<file path="src/rtl/io_pkg.sv">
// Shared definitions for the memory-mapped UART transmitter: TX state encoding and baud default.
package io_pkg;

   localparam int unsigned DefaultClksPerBit = 434;

   typedef logic [1:0] tx_state_t;

   localparam tx_state_t StIdle  = 2'd0;
   localparam tx_state_t StStart = 2'd1;
   localparam tx_state_t StData  = 2'd2;
   localparam tx_state_t StStop  = 2'd3;

endpackage

</file>
<file path="src/rtl/byte_fifo.sv">
// Byte FIFO with power-of-two depth; simultaneous push and pop both succeed even when full.
module byte_fifo #(
   parameter int unsigned DEPTH = 4
) (
   input  logic                     clk_i,
   input  logic                     rst_i,
   input  logic                     push_i,
   input  logic                     pop_i,
   input  logic [7:0]               wdata_i,
   output logic [7:0]               rdata_o,
   output logic [$clog2(DEPTH):0]   count_o,
   output logic                     full_o,
   output logic                     empty_o
);

   localparam int unsigned AW = $clog2(DEPTH);
   localparam logic [AW:0] DepthC = (AW + 1)'(DEPTH);
   localparam logic [AW:0] OneC   = (AW + 1)'(1);

   logic [7:0]    mem_q [DEPTH];
   logic [AW-1:0] wr_ptr_q, wr_ptr_d;
   logic [AW-1:0] rd_ptr_q, rd_ptr_d;
   logic [AW:0]   count_q, count_d;
   logic          push_ok, pop_ok;

   assign full_o  = (count_q == DepthC);
   assign empty_o = (count_q == '0);
   assign count_o = count_q;
   assign rdata_o = mem_q[rd_ptr_q];

   // A full FIFO still accepts a push when the head leaves on the same edge.
   assign push_ok = push_i && (!full_o || pop_i);
   assign pop_ok  = pop_i && !empty_o;

   always_comb begin
      wr_ptr_d = wr_ptr_q;
      rd_ptr_d = rd_ptr_q;
      count_d  = count_q;
      if (push_ok) wr_ptr_d = wr_ptr_q + AW'(1);
      if (pop_ok)  rd_ptr_d = rd_ptr_q + AW'(1);
      case ({push_ok, pop_ok})
         2'b10:   count_d = count_q + OneC;
         2'b01:   count_d = count_q - OneC;
         default: count_d = count_q;
      endcase
   end

   always_ff @(posedge clk_i or posedge rst_i) begin
      if (rst_i) begin
         wr_ptr_q <= '0;
         rd_ptr_q <= '0;
         count_q  <= '0;
      end else begin
         wr_ptr_q <= wr_ptr_d;
         rd_ptr_q <= rd_ptr_d;
         count_q  <= count_d;
      end
   end

   always_ff @(posedge clk_i) begin
      if (push_ok) mem_q[wr_ptr_q] <= wdata_i;
   end

endmodule

</file>
<file path="src/rtl/io_uart_transmitter.sv">
// Sends each new value written to the processor output port as an 8N1 UART frame,
// buffering bursts in a small byte FIFO.
module io_uart_transmitter
   import io_pkg::*;
#(
   parameter int unsigned CLKS_PER_BIT = DefaultClksPerBit,
   parameter int unsigned FIFO_DEPTH   = 4
) (
   input  logic                          clk,
   input  logic                          reset,
   input  logic [7:0]                    io_value,
   output logic                          uart_tx,
   output logic                          busy,
   output logic                          overflow,
   output logic [$clog2(FIFO_DEPTH):0]   fifo_count
);

   localparam logic [15:0] BaudLast = 16'(CLKS_PER_BIT - 1);

   tx_state_t   state_q, state_d;
   logic [7:0]  last_value_q, last_value_d;
   logic [7:0]  shift_q, shift_d;
   logic [2:0]  bit_cnt_q, bit_cnt_d;
   logic [15:0] baud_cnt_q, baud_cnt_d;
   logic        tx_q, tx_d;
   logic        overflow_q, overflow_d;

   logic        push, pop, baud_done;
   logic [7:0]  fifo_rdata;
   logic        fifo_full, fifo_empty;

   byte_fifo #(
      .DEPTH (FIFO_DEPTH)
   ) u_fifo (
      .clk_i   (clk),
      .rst_i   (reset),
      .push_i  (push),
      .pop_i   (pop),
      .wdata_i (io_value),
      .rdata_o (fifo_rdata),
      .count_o (fifo_count),
      .full_o  (fifo_full),
      .empty_o (fifo_empty)
   );

   assign push      = (io_value != last_value_q);
   assign baud_done = (baud_cnt_q == BaudLast);

   always_comb begin
      state_d      = state_q;
      last_value_d = push ? io_value : last_value_q;
      shift_d      = shift_q;
      bit_cnt_d    = bit_cnt_q;
      baud_cnt_d   = baud_cnt_q;
      tx_d         = tx_q;
      pop          = 1'b0;

      // tx_d is the line level for the coming cycle, so uart_tx comes straight from a flop.
      case (state_q)
         StIdle: begin
            tx_d = 1'b1;
            if (!fifo_empty) begin
               pop        = 1'b1;
               shift_d    = fifo_rdata;
               bit_cnt_d  = '0;
               baud_cnt_d = '0;
               state_d    = StStart;
               tx_d       = 1'b0;
            end
         end
         StStart: begin
            if (baud_done) begin
               baud_cnt_d = '0;
               state_d    = StData;
               tx_d       = shift_q[0];
            end else begin
               baud_cnt_d = baud_cnt_q + 16'd1;
            end
         end
         StData: begin
            if (baud_done) begin
               baud_cnt_d = '0;
               if (bit_cnt_q == 3'd7) begin
                  state_d = StStop;
                  tx_d    = 1'b1;
               end else begin
                  bit_cnt_d = bit_cnt_q + 3'd1;
                  shift_d   = {1'b0, shift_q[7:1]};
                  tx_d      = shift_q[1];
               end
            end else begin
               baud_cnt_d = baud_cnt_q + 16'd1;
            end
         end
         StStop: begin
            tx_d = 1'b1;
            if (baud_done) begin
               baud_cnt_d = '0;
               state_d    = StIdle;
            end else begin
               baud_cnt_d = baud_cnt_q + 16'd1;
            end
         end
         default: begin
            state_d = StIdle;
            tx_d    = 1'b1;
         end
      endcase

      overflow_d = overflow_q | (push && fifo_full && !pop);
   end

   always_ff @(posedge clk or posedge reset) begin
      if (reset) begin
         state_q      <= StIdle;
         last_value_q <= 8'h00;
         shift_q      <= 8'h00;
         bit_cnt_q    <= '0;
         baud_cnt_q   <= '0;
         tx_q         <= 1'b1;
         overflow_q   <= 1'b0;
      end else begin
         state_q      <= state_d;
         last_value_q <= last_value_d;
         shift_q      <= shift_d;
         bit_cnt_q    <= bit_cnt_d;
         baud_cnt_q   <= baud_cnt_d;
         tx_q         <= tx_d;
         overflow_q   <= overflow_d;
      end
   end

   assign uart_tx  = tx_q;
   assign overflow = overflow_q;
   assign busy     = (state_q != StIdle) || (fifo_count != '0);

endmodule

</file>
<file path="config.mk">
export PLATFORM = sky130hd
export DESIGN_NAME = io_uart_transmitter
export DESIGN_NICKNAME = d
export VERILOG_FILES = /design/src/rtl/io_pkg.sv /design/src/rtl/byte_fifo.sv /design/src/rtl/io_uart_transmitter.sv
export SDC_FILE = /design/constraint.sdc
export NUM_CORES = 1
export LEC_CHECK = 0
export ABC_AREA = 1
export CAP_MARGIN = 10
export CORE_MARGIN = 2
export CORE_UTILIZATION = 52
export CTS_CLUSTER_DIAMETER = 50
export CTS_CLUSTER_SIZE = 10
export DETAILED_ROUTE_END_ITERATION = 10
export HOLD_SLACK_MARGIN = 0.02
export PLACE_DENSITY = 0.7
export SYNTH_ARGS = -nofsm -noshare
export SYNTH_HDL_FRONTEND = slang
export SYNTH_SLANG_ARGS = --single-unit
</file>
<file path="constraint.sdc">
create_clock -name clk -period 2.7 [get_ports clk]
set_input_delay 0.54 -clock clk [delete_from_list [all_inputs] [get_ports clk]]
set_output_delay 0.54 -clock clk [all_outputs]
set_load 0.01 [all_outputs]
</file>
==> impl_metrics.ini <==
[status]
status = complete, no violations

[finish]
syn_to_final_growth_pct = 11.5
mostFrequentLayoutCells = nand2_1, dfrtp_1, nor2_1, nand3_1, edfxtp_1
drive_above_1_share = 0.164
final_core_util = 0.603
n_antenna_cell = 0
design.final.nets = 471
final_common_cell = nand2_1

[clock_tree]
numClockSinks = 78
clk_path_buf_depth = 2
hold_buffers = 0
clk_pin_slew_worst_paths_ns = 0.09
cts_root_buf = clkbuf_8
htreeDepth = 3
cts_setup_buffers = 0
clk_latency_ns = 0.34
cts_buffers = 9
cts_tree = yes
cts_resized = 0

[timing]
rsz0062_at_grt = no
slew_headroom = 0.519
period_share = 0.913
finalClockSkew_ns = 0.0111
slew_viol_final = 0
max_freq_mhz = 405
tightest_slew_ns = 0.719
finalSetupViolations = 0
min_period_ns = 2.47
hold_viol = 0

[power_and_ir_drop]
power.total_w = 0.00291
power.density_nw_per_um2 = 662
internal-power_w = 0.00204
power_frac_comb = 0.191
ir_drop_v = 0.000524
swShare = 0.300
power_switching_w = 0.000874
p_clk_frac = 0.265
p_seq_frac = 0.544
p_leak_nw = 1.96

[setup_path]
rr_worst_depth = 11
crit_path_end_kind = register
arrival_ns = 2.69
setup.worst_path.start_class = register
cp_max_fo = 5
required_ns = 2.93
path_class = reg -> reg

[logic_synthesis]
synth_cells = 423
ys_warn_count = 0
synth_cell_type_count = 38
postSynthAreaPerCell_um2 = 9.33
syn_area_um2 = 3950
ys_seq_elements = 78
synth.net_count = 448
ys_seq_area_frac = 0.536

[routing]
dr_wl_met3_um = 234
ant_nets = 0
drc = 0
wl_met2_um = 3290
finalWirelength_um = 6980
avgViaCountPerCell = 4.96
wl_met1_um = 3410
wl_per_cell_um = 12.7
num_vias = 2727
highest_layer = met4
drt_pass1_iterations = 4
drt_iter0_markers = 178

[floorplanning]
die_x_um = 91.1
rows = 31
ios = 16
initial_core_util = 0.541
die_h_um = 91.1
core_um2 = 7290
die-area_um2 = 8300

[global_routing]
track_usage = 0.186
grt_pass1_vias = 2651
antenna_found_initial = 0
grt_max_degree = 23
grt_pass1_wl_um = 12400
overflow = 0

[placed_design]
place_congestion = 0.876
port_buffers = 15
hpwl_um = 5260

[flow_run]
drv_cap = 0

[worst_hold_path]
hold_path.class = in -> async
cell type report:
type	instances	area, um^2
fillers	661	2890
clock buffers	9	124
inverters	39	150
clock inverters	7	48.8
multi-input cells	288	1580
repair buffers	30	263
flip-flops and latches	78	2110
well taps	99	124
state kept, by name, summed over array words and instances, names as in the netlist:
| register | flops |
|---|---|
| overflow | 1 |
| u_fifo.mem_q | 32 |
| state_q | 2 |
| u_fifo.count_o | 3 |
| last_value_q | 8 |
| baud_cnt_q | 16 |
| uart_tx | 1 |
| u_fifo.wr_ptr_q | 2 |
| bit_cnt_q | 3 |
| shift_q | 8 |
| u_fifo.rd_ptr_q | 2 |
metal layers:
metal,up-vias,track usage
li1,1412,-
met1,1271,0.252
met2,39,0.296
met3,5,0.0398
met4,0,0.0669
met5,-,0
critical path, stage by stage (launching register included):
cell,delay (ns)
dfrtp_1,0.41
inv_1,0.10
ha_1,0.28
inv_1,0.22
nand3_1,0.18
nand2_1,0.13
ha_1,0.14
inv_1,0.07
fa_1,0.39
a21oi_1,0.16
o21ai_0,0.12
xor2_1,0.15
cells by family (layout without fill, tap and decap cells):
family / after synthesis / after routing / synth area share
compound gates: 39 / 39 / 0.0634
buf+inv: 57 / 85 / 0.0650
flops: 78 / 78 / 0.536
simple gates: 220 / 220 / 0.256
xor+xnor: 14 / 14 / 0.0311
fa+ha+maj: 15 / 15 / 0.0495
through the flow:
step	cells	setup TNS [ns]	cell area (um^2)	hold WS (ns)	worst slack [ns]
after floorplan	423	0	3950	0.456	0.488
after global placement	534	0	4230	0.448	0.0653
after detailed placement	534	-0.0610	4230	0.451	-0.0610
after CTS	550	0	4400	0.466	0.216
after global routing	550	0	4400	0.485	0.0496
final	550	0	4400	0.467	0.234
power by group through the flow:
| stage | combinational, W | sequential [W] | clock, W |
|---|---|---|---|
| global placement | 0.000539 | 0.00160 | 0 |
| finish | 0.000557 | 0.00158 | 0.000772 |
| floorplan | 0.000369 | 0.00159 | 0 |
| CTS | 0.000571 | 0.00159 | 0.000794 |
| detailed placement | 0.000568 | 0.00161 | 0 |
| global route | 0.000644 | 0.00160 | 0.000853 |
Yosys cell counts, drive strengths merged:
cell type	number	area (um^2)
a22oi	1	7.51
nand2	123	504
inv	37	141
nor3	3	20.0
or2	2	12.5
fa	1	20.0
nor2	47	206
clkinv	2	8.75
ha	14	175
edfxtp	32	961
buf	9	72.6
xor2	5	43.8
dfstp	1	26.3
nand3b	1	7.51
nand3	34	195
and2	1	6.26
o21ai	29	190
xnor2	9	78.8
o22ai	1	6.26
clkbuf	9	33.8
dfrtp	45	1130
a21oi	7	38.8
nand4	9	56.3
o21a	1	7.51
worst paths after layout:
path / startpoint / end / slack, ns
worst max-delay path: state_q[0] / u_fifo.count_o[2] / 0.23
worst min-delay path: reset / baud_cnt_q[14] / 0.47
worst max register to register: state_q[0] / u_fifo.count_o[2] / 0.23
worst min register to register: overflow / overflow / 0.47
max in group asynchronous: reset / shift_q[1] / 1.66
min in group clk: overflow / overflow / 0.47
Power figures use the tool's default switching activity.
